`src/rtl/occupancy_decrementer_pkg.sv`:
```
// Shared constants for the occupancy decrementer: FSM encoding and default width.
package occupancy_decrementer_pkg;

   localparam int DEFAULT_WIDTH = 4;

   typedef enum logic [1:0] {
      ST_IDLE = 2'd0,
      ST_SUB  = 2'd1,
      ST_DONE = 2'd2
   } state_e;

endpackage

```
`src/rtl/occupancy_decrementer_full_subtractor.sv`:
```
// One-bit full subtractor: diff = a - b - bin, with borrow out.
module full_subtractor (
   input  logic a,
   input  logic b,
   input  logic bin,
   output logic diff,
   output logic bout
);

   assign diff = a ^ b ^ bin;
   assign bout = (~a & b) | (~(a ^ b) & bin);

endmodule

```
`src/rtl/occupancy_decrementer.sv`:
```
// Bit-serial occupancy decrementer: subtracts exit_cnt from occupancy one bit per cycle.
// Define UNDERFLOW_SAT_EN to clamp occupancy to 0 on underflow instead of wrapping.
// Handshake: exit_req is accepted only in IDLE with load=0; exit_ack pulses in the
// first SUB cycle, done pulses once when the result is committed; busy masks inputs.
module occupancy_decrementer
   import occupancy_decrementer_pkg::*;
#(
   parameter int WIDTH = DEFAULT_WIDTH
) (
   input  logic             clk,
   input  logic             rst,
   input  logic             load,
   input  logic [WIDTH-1:0] load_val,
   input  logic             exit_req,
   input  logic [WIDTH-1:0] exit_cnt,
   output logic             exit_ack,
   output logic             busy,
   output logic             done,
   output logic [WIDTH-1:0] occupancy,
   output logic             borrow,
   output logic             empty,
   output state_e           dbg_state
);

   localparam int IDX_W = (WIDTH > 1) ? $clog2(WIDTH) : 1;
   localparam logic [IDX_W-1:0] LAST_IDX = IDX_W'(WIDTH - 1);

   state_e             state_q, state_d;
   logic [WIDTH-1:0]   occ_q, occ_d;
   logic               borrow_q, borrow_d;
   logic [WIDTH-1:0]   a_q, a_d;
   logic [WIDTH-1:0]   b_q, b_d;
   logic [WIDTH-1:0]   res_q, res_d;
   logic [IDX_W-1:0]   idx_q, idx_d;
   logic               bin_q, bin_d;
   logic               fs_diff, fs_bout;

   // Single subtractor cell walked across the operand bits by idx_q.
   full_subtractor u_fs (
      .a    (a_q[idx_q]),
      .b    (b_q[idx_q]),
      .bin  (bin_q),
      .diff (fs_diff),
      .bout (fs_bout)
   );

   always_comb begin
      state_d  = state_q;
      occ_d    = occ_q;
      borrow_d = borrow_q;
      a_d      = a_q;
      b_d      = b_q;
      res_d    = res_q;
      idx_d    = idx_q;
      bin_d    = bin_q;
      case (state_q)
         ST_IDLE: begin
            if (load) begin
               occ_d    = load_val;
               borrow_d = 1'b0;
            end else if (exit_req) begin
               a_d     = occ_q;
               b_d     = exit_cnt;
               res_d   = '0;
               idx_d   = '0;
               bin_d   = 1'b0;
               state_d = ST_SUB;
            end
         end
         ST_SUB: begin
            res_d[idx_q] = fs_diff;
            bin_d        = fs_bout;
            if (idx_q == LAST_IDX) begin
               borrow_d = fs_bout;
`ifdef UNDERFLOW_SAT_EN
               occ_d    = fs_bout ? '0 : res_d;
`else
               occ_d    = res_d;
`endif
               state_d  = ST_DONE;
            end else begin
               idx_d = idx_q + 1'b1;
            end
         end
         ST_DONE: state_d = ST_IDLE;
         default: state_d = ST_IDLE;
      endcase
   end

   always_ff @(posedge clk) begin
      if (rst) begin
         state_q  <= ST_IDLE;
         occ_q    <= '0;
         borrow_q <= 1'b0;
         a_q      <= '0;
         b_q      <= '0;
         res_q    <= '0;
         idx_q    <= '0;
         bin_q    <= 1'b0;
      end else begin
         state_q  <= state_d;
         occ_q    <= occ_d;
         borrow_q <= borrow_d;
         a_q      <= a_d;
         b_q      <= b_d;
         res_q    <= res_d;
         idx_q    <= idx_d;
         bin_q    <= bin_d;
      end
   end

   assign exit_ack  = (state_q == ST_SUB) && (idx_q == '0);
   assign busy      = (state_q != ST_IDLE);
   assign done      = (state_q == ST_DONE);
   assign occupancy = occ_q;
   assign borrow    = borrow_q;
   assign empty     = (occ_q == '0);
   assign dbg_state = state_q;

endmodule

```
`config.mk`:
```
export PLATFORM = sky130hd
export DESIGN_NAME = occupancy_decrementer
export DESIGN_NICKNAME = d
export VERILOG_FILES = /design/src/rtl/occupancy_decrementer_pkg.sv /design/src/rtl/occupancy_decrementer_full_subtractor.sv /design/src/rtl/occupancy_decrementer.sv
export SDC_FILE = /design/constraint.sdc
export NUM_CORES = 1
export LEC_CHECK = 0
export CAP_MARGIN = 40
export CELL_PAD_IN_SITES_DETAIL_PLACEMENT = 1
export CELL_PAD_IN_SITES_GLOBAL_PLACEMENT = 1
export CORE_ASPECT_RATIO = 1.25
export CORE_MARGIN = 2
export CORE_UTILIZATION = 40
export DETAILED_ROUTE_END_ITERATION = 8
export GPL_ROUTABILITY_DRIVEN = 0
export GPL_TIMING_DRIVEN = 0
export PLACE_DENSITY_LB_ADDON = 0.08
export SETUP_SLACK_MARGIN = 0.3
export SYNTH_ARGS = -nofsm -noshare
export SYNTH_HDL_FRONTEND = slang
export SYNTH_HIERARCHICAL = 1
export SYNTH_SLANG_ARGS = --single-unit
```
`constraint.sdc`:
```
create_clock -name clk -period 3.4 [get_ports clk]
set_clock_uncertainty 0.2 [all_clocks]
set_input_delay 0.51 -clock clk [delete_from_list [all_inputs] [get_ports clk]]
set_output_delay 0.51 -clock clk [all_outputs]
set_load 0.01 [all_outputs]
```
==> run_results.csv <==
group,metric,value,unit
sta,setup_tns,0,ns
hold_path,min_path_type,"flip-flop to flip-flop",
cells_and_area,area_growth,26.5,%
setup_path,crit_path_start_kind,"flip-flop",
sta,fin_hold_ws,0.266,ns
cells_and_area,drive_above_1_share,9.40,%
sta,setup_violations,0,
setup_path,cpLargestDelayFamily,"adder cells",
synth,synth_warnings,6,
synth,synth_area_leaders,"dfxtp_1 39%, nand2_1 6.3%, a21oi_1 5.3%",
die,fp-row-count,21,
setup_path,cpPeakStageDelay,0.74,ns
die,dieArea,3260,µm²
cells_and_area,finalNetCount,167,
synth,synth_cell_types,34,
power_and_ir_drop,p_per_area,374,nW/µm²
placed_design,hpwlAfterDp,2190,µm
die,start_util,42.1,%
die,core_area,2680,µm²
cells_and_area,antennaDiodeCount,0,
setup_path,arrival,2.69,ns
clock_tree,hold_buffers,0,
sta,fmax,379,MHz
clock_tree,insertion_delay,0.32,ns
clock_tree,numCtsBuffers,3,
synth,synth_top_area_share,39.1,%
clock_tree,postCtsSetupBuffers,0,
clock_tree,post_cts_resized,0,
grt,grt_pass1_wl,4900,µm
drt,wire_per_inst,15.7,µm
drt,num_vias,978,
cells_and_area,fin_util,53.2,%
synth,synth-seq-cells,22,
drt,drcViolationCount,0,
die,die_h,63.4,µm
synth,async_flop_share,0,%
power_and_ir_drop,ir_drop,0.222,mV
clock_tree,cts_buffer_depth,2,
sta,rsz0062_at_grt,"no",
placed_design,dp_cells,179,
sta,fin_crit,2.64,ns
setup_path,cp_cell_sequence,"mux4_2, fa_1, nand2_1, a31oi_1, a22o_1",
grt,antenna_found_initial,0,
grt,grt.total_usage,19.9,%
drt,initialDrtViolationCount,23,
drt,via_per_inst,5.34,
synth,syn_avg_cell_area,9.17,µm²
power_and_ir_drop,report.power.total,534,µW
setup_path,critical_path.slowest_cell,"fa_1",
placed_design,port_buffers,22,
clock_tree,tritoncts,"built",
synth,ys.flop_type,"dfxtp_1",
setup_path,crit_path_end_kind,"flip-flop",
setup_path,crit_fanout,8,
die,die_width,51.5,µm
synth,synthCells,123,
setup_path,crit_buf_inv,0,
clock_tree,htreeDepth,1,
grt,grt_overflow,0,
drt,first_pass_iters,4,
grt,grt_pass1_vias,1043,
clock_tree,cts_root_buf,"clkbuf_4",
sta,slew_viol_final,0,
grt,grt_max_degree,13,
sta,fin_crit_sh,77.5,%
synth,synth_top_area_cell,"dfxtp_1",
outcome,status,"complete, no violations",
synth,syn_area,1130,µm²
synth,synth_edf_count,0,
setup_path,crit_required,3.46,ns
clock_tree,cts_sinks,22,
die,ioPinCount,23,
clock_tree,clk_pin_slew,0.13,ns
synth,syn_nets,140,
drt,postRouteAntennaNets,0,
sta,worstMarginPinSlew,0.506,ns
setup_path,crit_type,"flip-flop to flip-flop",
sta,hold_viol_final,0,
sta,relSlewSlack,66.3,%
cells_and_area,fin_cells,183,
power_and_ir_drop,leakage,0.000537,µW
synth,ys_seq_area_share,39.1,%
drt,wl,2860,µm
cells_and_area,n_fill_cell,333,
flow_run,cap_violations,0,
[cell usage in the layout (no fill, tap or decap)]
master / Yosys / final
nand4_1: 1 / 1
clkbuf_4: 0 / 3
nand2_1: 19 / 19
clkdlybuf4s50_1: 0 / 22
buf_6: 2 / 2
fa_1: 1 / 1
nand2b_1: 4 / 4
and2b_1: 1 / 1
buf_1: 1 / 1
o31ai_1: 2 / 2
a21oi_1: 12 / 12
o2bb2ai_1: 1 / 1
nor2b_1: 1 / 1
mux2i_1: 3 / 3
ha_1: 4 / 4
or4_1: 1 / 1
mux4_2: 2 / 2
o21ai_0: 3 / 3
inv_1: 9 / 9
buf_4: 1 / 1
a22o_1: 5 / 5
nor3_2: 1 / 1
a21o_1: 2 / 2
and2_1: 2 / 2
o21ai_4: 1 / 1
a31oi_1: 4 / 4
dfxtp_1: 22 / 22
nor4_1: 1 / 1
nor2_1: 7 / 7
nor4b_4: 1 / 1
or4b_4: 1 / 1
or4b_1: 1 / 1
clkbuf_8: 0 / 1
buf_2: 1 / 1
o21ba_1: 1 / 1
clkbuf_1: 1 / 1
a211oi_1: 4 / 4
[per-stage QoR]
stage	cell area, µm²	worst slack (ns)
2_1_floorplan	1130	1.13
3_3_place_gp	1390	0.869
3_5_place_dp	1390	0.811
4_1_cts	1430	0.779
5_1_grt	1430	0.623
6_report	1430	0.764
[synth_stat cells, drive strengths merged, types with 3 or more instances]
cell type	n
dfxtp	22
nand2	19
a21oi	12
inv	9
nor2	7
a22o	5
buf	5
a211oi	4
a31oi	4
ha	4
nand2b	4
o21ai	4
mux2i	3
[metal layers]
metal / part of all wire (%) / vias to the layer above / GRT usage [%]
met5: 0 / - / 0
met4: 1.5 / 0 / 6.91
met3: 1.6 / 5 / 2.13
met2: 52 / 12 / 35.4
met1: 45 / 481 / 24.0
li1: - / 480 / -
[final timing paths]
| check | cells past startpoint | from | end | slack, ns |
|---|---|---|---|---|
| worst max register to register | 5 | idx_q[0] | occupancy[3] | 0.76 |
| worst min register to register | 2 | a_q[2] | a_q[2] | 0.27 |
| worst min-delay path | 2 | a_q[2] | a_q[2] | 0.27 |
| worst max-delay path | 5 | idx_q[0] | occupancy[3] | 0.76 |
[cell families after synthesis]
family / after synthesis / share of synthesized area (%)
DFF: 22 / 39.1
and+or+nand+nor: 41 / 20.1
adders and majority gates: 5 / 6.22
muxes: 5 / 6.66
buffers and inverters: 15 / 6.77
AOI/OAI and AO/OA: 35 / 21.2
[layout make-up]
| type | count | area [µm²] | share of cell area [%] |
|---|---|---|---|
| flip-flops and latches | 22 | 440 | 30.9 |
| well taps | 34 | 42.5 | 2.98 |
| inverters | 9 | 33.8 | 2.37 |
| multi-input cells | 86 | 611 | 42.8 |
| plain buffers | 6 | 42.5 | 2.98 |
| repair buffers | 22 | 220 | 15.4 |
| clock buffers | 4 | 36.3 | 2.54 |
[tightest hold or removal path, stage by stage, from the launching register on]
cell and delay (ns):
dfxtp_1 0.33, nand2_1 0.05, a21oi_1 0.05
[power breakdown]
part | total, µW | switching, µW | internal, µW
registers | 278 | 10.2 | 268
logic | 107 | 52.4 | 54.8
clock network | 148 | 82.9 | 65.5
[flip-flops by register name, indices dropped and copies added, names as in the netlist]
signal and cells:
a_q 4, b_q 4, occupancy 4, res_q 4, dbg_state 2, idx_q 2, bin_q 1, borrow 1
Power figures use the tool's default switching activity.
